`config.mk`:
```
export PLATFORM = sky130hd
export DESIGN_NAME = mem_access_stage
export DESIGN_NICKNAME = d
export VERILOG_FILES = /design/src/rtl/mem_access_stage.sv
export SDC_FILE = /design/constraint.sdc
export NUM_CORES = 1
export LEC_CHECK = 0
export BUFFER_PORTS_ARGS = -buffer_cell sky130_fd_sc_hd__buf_2
export CORE_UTILIZATION = 40
export CTS_CLUSTER_SIZE = 8
export DETAILED_ROUTE_END_ITERATION = 6
export PLACE_DENSITY = 0.7
export SLEW_MARGIN = 30
export SYNTH_ARGS = -nofsm -noshare
export SYNTH_HDL_FRONTEND = slang
export SYNTH_SLANG_ARGS = --single-unit
```
`constraint.sdc`:
```
create_clock -name clock -period 12.25 [get_ports clock]
set_input_delay 2.45 -clock clock [delete_from_list [all_inputs] [get_ports clock]]
set_output_delay 2.45 -clock clock [all_outputs]
set_load 0.05 [all_outputs]
```
`src/rtl/mem_access_stage.sv`:
```
// Memory stage of the multi-cycle MIPS datapath: resolves the branch, runs lw/sw over req/ack.
// Define MEM_TIMEOUT_EN to abort a request that is not acknowledged within TIMEOUT_CYCLES.
module mem_access_stage #(
    parameter int unsigned ADDR_W         = 32,
    parameter int unsigned TIMEOUT_CYCLES = 16
) (
    input  logic              clock,
    input  logic              reset,
    input  logic [2:0]        stage,
    input  logic [31:0]       alu_result,
    input  logic              zero,
    input  logic [31:0]       branch_value,
    input  logic [31:0]       store_data,
    input  logic [31:0]       pc_plus4,
    input  logic              mem_read,
    input  logic              mem_write,
    input  logic              branch,
    output logic              dmem_req,
    output logic              dmem_we,
    output logic [ADDR_W-1:0] dmem_addr,
    output logic [31:0]       dmem_wdata,
    input  logic [31:0]       dmem_rdata,
    input  logic              dmem_ack,
    output logic [31:0]       mem_data,
    output logic [31:0]       branch_target,
    output logic              pc_src,
    output logic              done,
    output logic              mem_err
);

    if (TIMEOUT_CYCLES == 0) begin : g_bad_timeout
        $error("TIMEOUT_CYCLES must be at least 1");
    end
    if (ADDR_W == 0 || ADDR_W > 32) begin : g_bad_addr_w
        $error("ADDR_W must be in 1..32");
    end

    typedef enum logic [1:0] {StIdle, StWait, StHold} state_t;

    state_t            state_q, state_d;
    logic              req_q, req_d;
    logic              we_q, we_d;
    logic [ADDR_W-1:0] addr_q, addr_d;
    logic [31:0]       wdata_q, wdata_d;
    logic [31:0]       mem_data_q, mem_data_d;
    logic [31:0]       target_q, target_d;
    logic              pc_src_q, pc_src_d;
    logic              done_q, done_d;
    logic              err_q, err_d;

`ifdef MEM_TIMEOUT_EN
    localparam int unsigned CntW = $clog2(TIMEOUT_CYCLES + 1);
    logic [CntW-1:0] cnt_q, cnt_d;
`endif

    logic is_mem;
    logic misaligned;

    assign is_mem     = mem_read | mem_write;
    assign misaligned = alu_result[1:0] != 2'b00;

    always_comb begin
        state_d    = state_q;
        req_d      = req_q;
        we_d       = we_q;
        addr_d     = addr_q;
        wdata_d    = wdata_q;
        mem_data_d = mem_data_q;
        target_d   = target_q;
        pc_src_d   = pc_src_q;
        err_d      = err_q;
        done_d     = 1'b0;
`ifdef MEM_TIMEOUT_EN
        cnt_d      = cnt_q;
`endif
        unique case (state_q)
            StIdle: begin
                if (stage == 3'd3) begin
                    target_d = pc_plus4 + {branch_value[29:0], 2'b00};
                    pc_src_d = branch & zero;
                    err_d    = 1'b0;
                    if ((mem_read & mem_write) || (is_mem && misaligned)) begin
                        err_d   = 1'b1;
                        done_d  = 1'b1;
                        state_d = StHold;
                    end else if (is_mem) begin
                        req_d   = 1'b1;
                        we_d    = mem_write;
                        addr_d  = alu_result[ADDR_W-1:0];
                        wdata_d = store_data;
                        state_d = StWait;
`ifdef MEM_TIMEOUT_EN
                        cnt_d   = '0;
`endif
                    end else begin
                        done_d  = 1'b1;
                        state_d = StHold;
                    end
                end
            end
            StWait: begin
                // Ack wins over a timeout expiring on the same edge.
                if (dmem_ack) begin
                    req_d   = 1'b0;
                    done_d  = 1'b1;
                    state_d = StHold;
                    if (!we_q) begin
                        mem_data_d = dmem_rdata;
                    end
`ifdef MEM_TIMEOUT_EN
                end else if (cnt_q == CntW'(TIMEOUT_CYCLES - 1)) begin
                    req_d   = 1'b0;
                    err_d   = 1'b1;
                    done_d  = 1'b1;
                    state_d = StHold;
                end else begin
                    cnt_d = cnt_q + 1'b1;
`endif
                end
            end
            StHold: begin
                // Wait for the sequencer to leave stage 3 so one stage means one capture.
                if (stage != 3'd3) begin
                    state_d = StIdle;
                end
            end
            default: state_d = StIdle;
        endcase
    end

    always_ff @(posedge clock or posedge reset) begin
        if (reset) begin
            state_q    <= StIdle;
            req_q      <= 1'b0;
            we_q       <= 1'b0;
            addr_q     <= '0;
            wdata_q    <= '0;
            mem_data_q <= '0;
            target_q   <= '0;
            pc_src_q   <= 1'b0;
            done_q     <= 1'b0;
            err_q      <= 1'b0;
`ifdef MEM_TIMEOUT_EN
            cnt_q      <= '0;
`endif
        end else begin
            state_q    <= state_d;
            req_q      <= req_d;
            we_q       <= we_d;
            addr_q     <= addr_d;
            wdata_q    <= wdata_d;
            mem_data_q <= mem_data_d;
            target_q   <= target_d;
            pc_src_q   <= pc_src_d;
            done_q     <= done_d;
            err_q      <= err_d;
`ifdef MEM_TIMEOUT_EN
            cnt_q      <= cnt_d;
`endif
        end
    end

    assign dmem_req      = req_q;
    assign dmem_we       = we_q;
    assign dmem_addr     = addr_q;
    assign dmem_wdata    = wdata_q;
    assign mem_data      = mem_data_q;
    assign branch_target = target_q;
    assign pc_src        = pc_src_q;
    assign done          = done_q;
    assign mem_err       = err_q;

endmodule

```
==> metrics.md <==
| Metric | Value |
|---|---|
| First-pass GRT wire length | `27300 microns` |
| Drt first pass iters | `4` |
| Flops & latches, synth | `135` |
| Hold crit path type | `reg -> reg` |
| Nets | `1082` |
| R2R Path Start | `state_q[1]` |
| Number of cell rows | `47` |
| Fin. Hold Viols | `0` |
| # fillers | `1462` |
| Clk buf depth | `2` |
| PwrDens | `206 nW/um^2` |
| Die height | `132 microns` |
| HPWL Detailed | `12900 microns` |
| Worst Slack Setup Final | `7.77 ns` |
| Reg area | `3380 sq um` |
| DR vias | `5561` |
| Crit Path Max Fanout | `5` |
| Final min period | `4.48 ns` |
| Yosys top cell area share | `50.1%` |
| Grt total ovfl | `0` |
| Synth Area in Compound Gates | `13.3%` |
| Postcts setup bufs | `0` |
| Arr. time, crit path | `4.78 ns` |
| Post-synth EDFFs | `0` |
| Hold wc startpoint | `pc_src` |
| Max-cap violations | `0` |
| CTS tree | `yes` |
| Peak Freq | `0.223 GHz` |
| Mapped Cells | `584` |
| Hold WS | `0.462 ns` |
| Crit. Startpoint | `branch_value[0]` |
| Area delta synth->final | `34.9%` |
| Crit path kind | `in -> reg` |
| Clk_lat worst skew | `0.42 ns` |
| Cells resized by post-CTS repair | `0` |
| Period utilization | `36.6%` |
| TritonCTS Sinks | `135` |
| Top post-synthesis cells by area | `dfrtp_1, mux2_2, ha_1` |
| Cts bufs inserted | `17` |
| Total die area | `17400 sq um` |
| Highest ir drop seen on vdd | `0.0000940 V` |
| Asr flop ratio synth | `100%` |
| Antenna Nets Post-Route | `0` |
| Critical path capture point type | `flop` |
| Initial core utilization | `40.8%` |
| PortBufs | `300` |
| Post-synth cell types | `60` |
| CTS Root Cell | `clkbuf_16` |
| Pleak | `4.71 nW` |
| Clock transition at path regs | `0.07 ns` |
| Outcome | `finished clean` |
| Vias in the first global route | `5450` |
| Area of the multi-input gates | `3220 sq um` |
| Layout cells sized above 1 | `50.4%` |
| Sequential-to-total area share from yosys stat | `50.1%` |
| Setup Viol. Count Final | `0` |
| Worst setup SP type | `input port` |
| Largest net degree at the start of global routing | `75` |
| Initial detailed-routing violation count | `194` |
| Pre-CTS WS | `7.32 ns` |
| Die Wd | `132 microns` |
| Synth Area in XOR/XNOR | `3.25%` |
| All-Layer GR Usage | `20.1%` |
| Syn Nets | `784` |
| WL/cell | `15.2 microns` |
| Mean Syn Cell Area | `11.5 sq um` |
| Combinational family with the most area after synthesis | `multiplexers` |
| Post-synthesis simple-gate area fraction | `8.99%` |
| Core Area | `16500 sq um` |
| Critical path required time | `12.55 ns` |
| Adder-Cell Fraction of Synth Area | `5.68%` |
| Hold buffer count at cts | `0` |
| Post-Route WL | `17000 microns` |
| Yosys top cell by area | `dfrtp_1` |
| Post-route DRC | `0` |
| Ports | `303` |
| Final setup TNS | `0 ns` |
| Warnings from Yosys | `0` |
| Main synth FF type | `dfrtp_1` |
| Mapped cell area | `6740 sq um` |
| Max-slew violations | `0` |
| Routed vias/inst | `4.98` |
| Final Wtd Congestion | `0.809` |
| Layout Skew | `0.00812 ns` |
| Mux cell area share after synthesis | `16.3%` |
| Initial antenna violation count | `2` |
| H-tree Lvls | `4` |
| Max_slew headroom | `41.4%` |
| Worst slew pin tran | `0.879 ns` |
| RSZ-0062 raised after global routing | `no` |
kinds of logic after synthesis:
| family | after synthesis |
|---|---|
| AO/OA/AOI/OAI | 133 |
| buffers and inverters | 34 |
| XOR/XNOR | 25 |
| flip-flops | 135 |
| adder cells (fa/ha/maj) | 30 |
| AND/OR/NAND/NOR | 129 |
| multiplexers | 98 |
per-stage QoR:
step	power, mW	instances	instance area, sq um	utilization, %
global placement	1.33	1083	8450	51.1
global route	1.96	1116	9090	55.0
finish	1.87	1116	9090	55.0
floorplan	1.16	584	6740	-
CTS	1.89	1115	9080	55.0
detailed placement	1.35	1083	8450	51.1
state kept, by name, summed over array words and instances (netlist names):
signal,flops
pc_src,1
state_q,2
branch_target,32
done,1
dmem_req,1
mem_err,1
dmem_addr,32
dmem_we,1
mem_data,32
dmem_wdata,32
path summary, 6_finish.rpt:
kind,slack (ns),cells after the start,end
min in group asynchronous,2.11,2,branch_target[10]
worst max register to register,9.74,6,dmem_wdata[14]
worst min register to register,0.46,2,pc_src
max in group asynchronous,9.09,3,dmem_wdata[22]
worst max-delay path,7.77,11,branch_target[30]
worst min-delay path,0.46,2,pc_src
cell type report:
cell class                      instances  share of cell area [%]
Sequential cell                       135                    37.2
Multi-Input combinational cell        415                    35.5
Timing Repair Buffer                  305                    17.0
Clock buffer                           18                    4.83
Tap cell                              220                    3.03
Clock inverter                         14                    2.09
Inverter                                8                   0.386
Antenna cell                            1                  0.0275
cells in the mapped netlist, types with 2 or more instances:
master     count
a2111o_1       2
a21o_1        18
a21oi_1       33
a21oi_2        2
a311oi_1       2
a31oi_1        4
and2_1         2
and3_1         7
buf_2         14
clkbuf_1      11
dfrtp_1      135
ha_1          29
inv_1          8
mux2_2        94
mux2i_1        3
nand2_1       59
nand2b_1       3
nand3_1        5
nand4_1        7
nor2_1        23
nor2b_1        4
nor3_1         8
nor4_2         2
o2111ai_1      2
o21a_1         6
o21ai_0       33
o21ai_1        3
o21ba_2        2
o21bai_1       2
o31ai_1        6
or3_1          3
xnor2_1       16
xor2_1         9
cell usage in the layout, fill, tap and decap left out, drive strengths merged, types with 18 or more instances in the layout:
cell type,count
buf,305
o21ai,37
a21o,18
nand2,59
nor2,23
mux2,95
dfrtp,135
ha,29
clkbuf,18
a21oi,36
where the power goes:
group,internal [mW],switching (mW)
clock network,0.332,0.206
registers,0.551,0.0508
logic,0.196,0.536
total,1.08,0.793
critical path, stage by stage:
cell and delay [ns]:
buf_2 0.08, ha_1 0.19, inv_1 0.07, fa_1 0.39, and2b_1 0.24, o2111ai_2 0.15
a21oi_4 0.25, a21boi_2 0.12, nor4_2 0.50, mux2i_1 0.24, a31oi_1 0.09
metal layers:
| layer | vias up | GRT usage, % | part of all wire [%] |
|---|---|---|---|
| li1 | 2706 | - | - |
| met1 | 2604 | 23.7 | 41 |
| met2 | 221 | 34.9 | 51 |
| met3 | 28 | 5.00 | 6.0 |
| met4 | 2 | 8.20 | 2.4 |
| met5 | - | 0 | 0.047 |
Note: power is estimated with default switching activity, not from simulation.
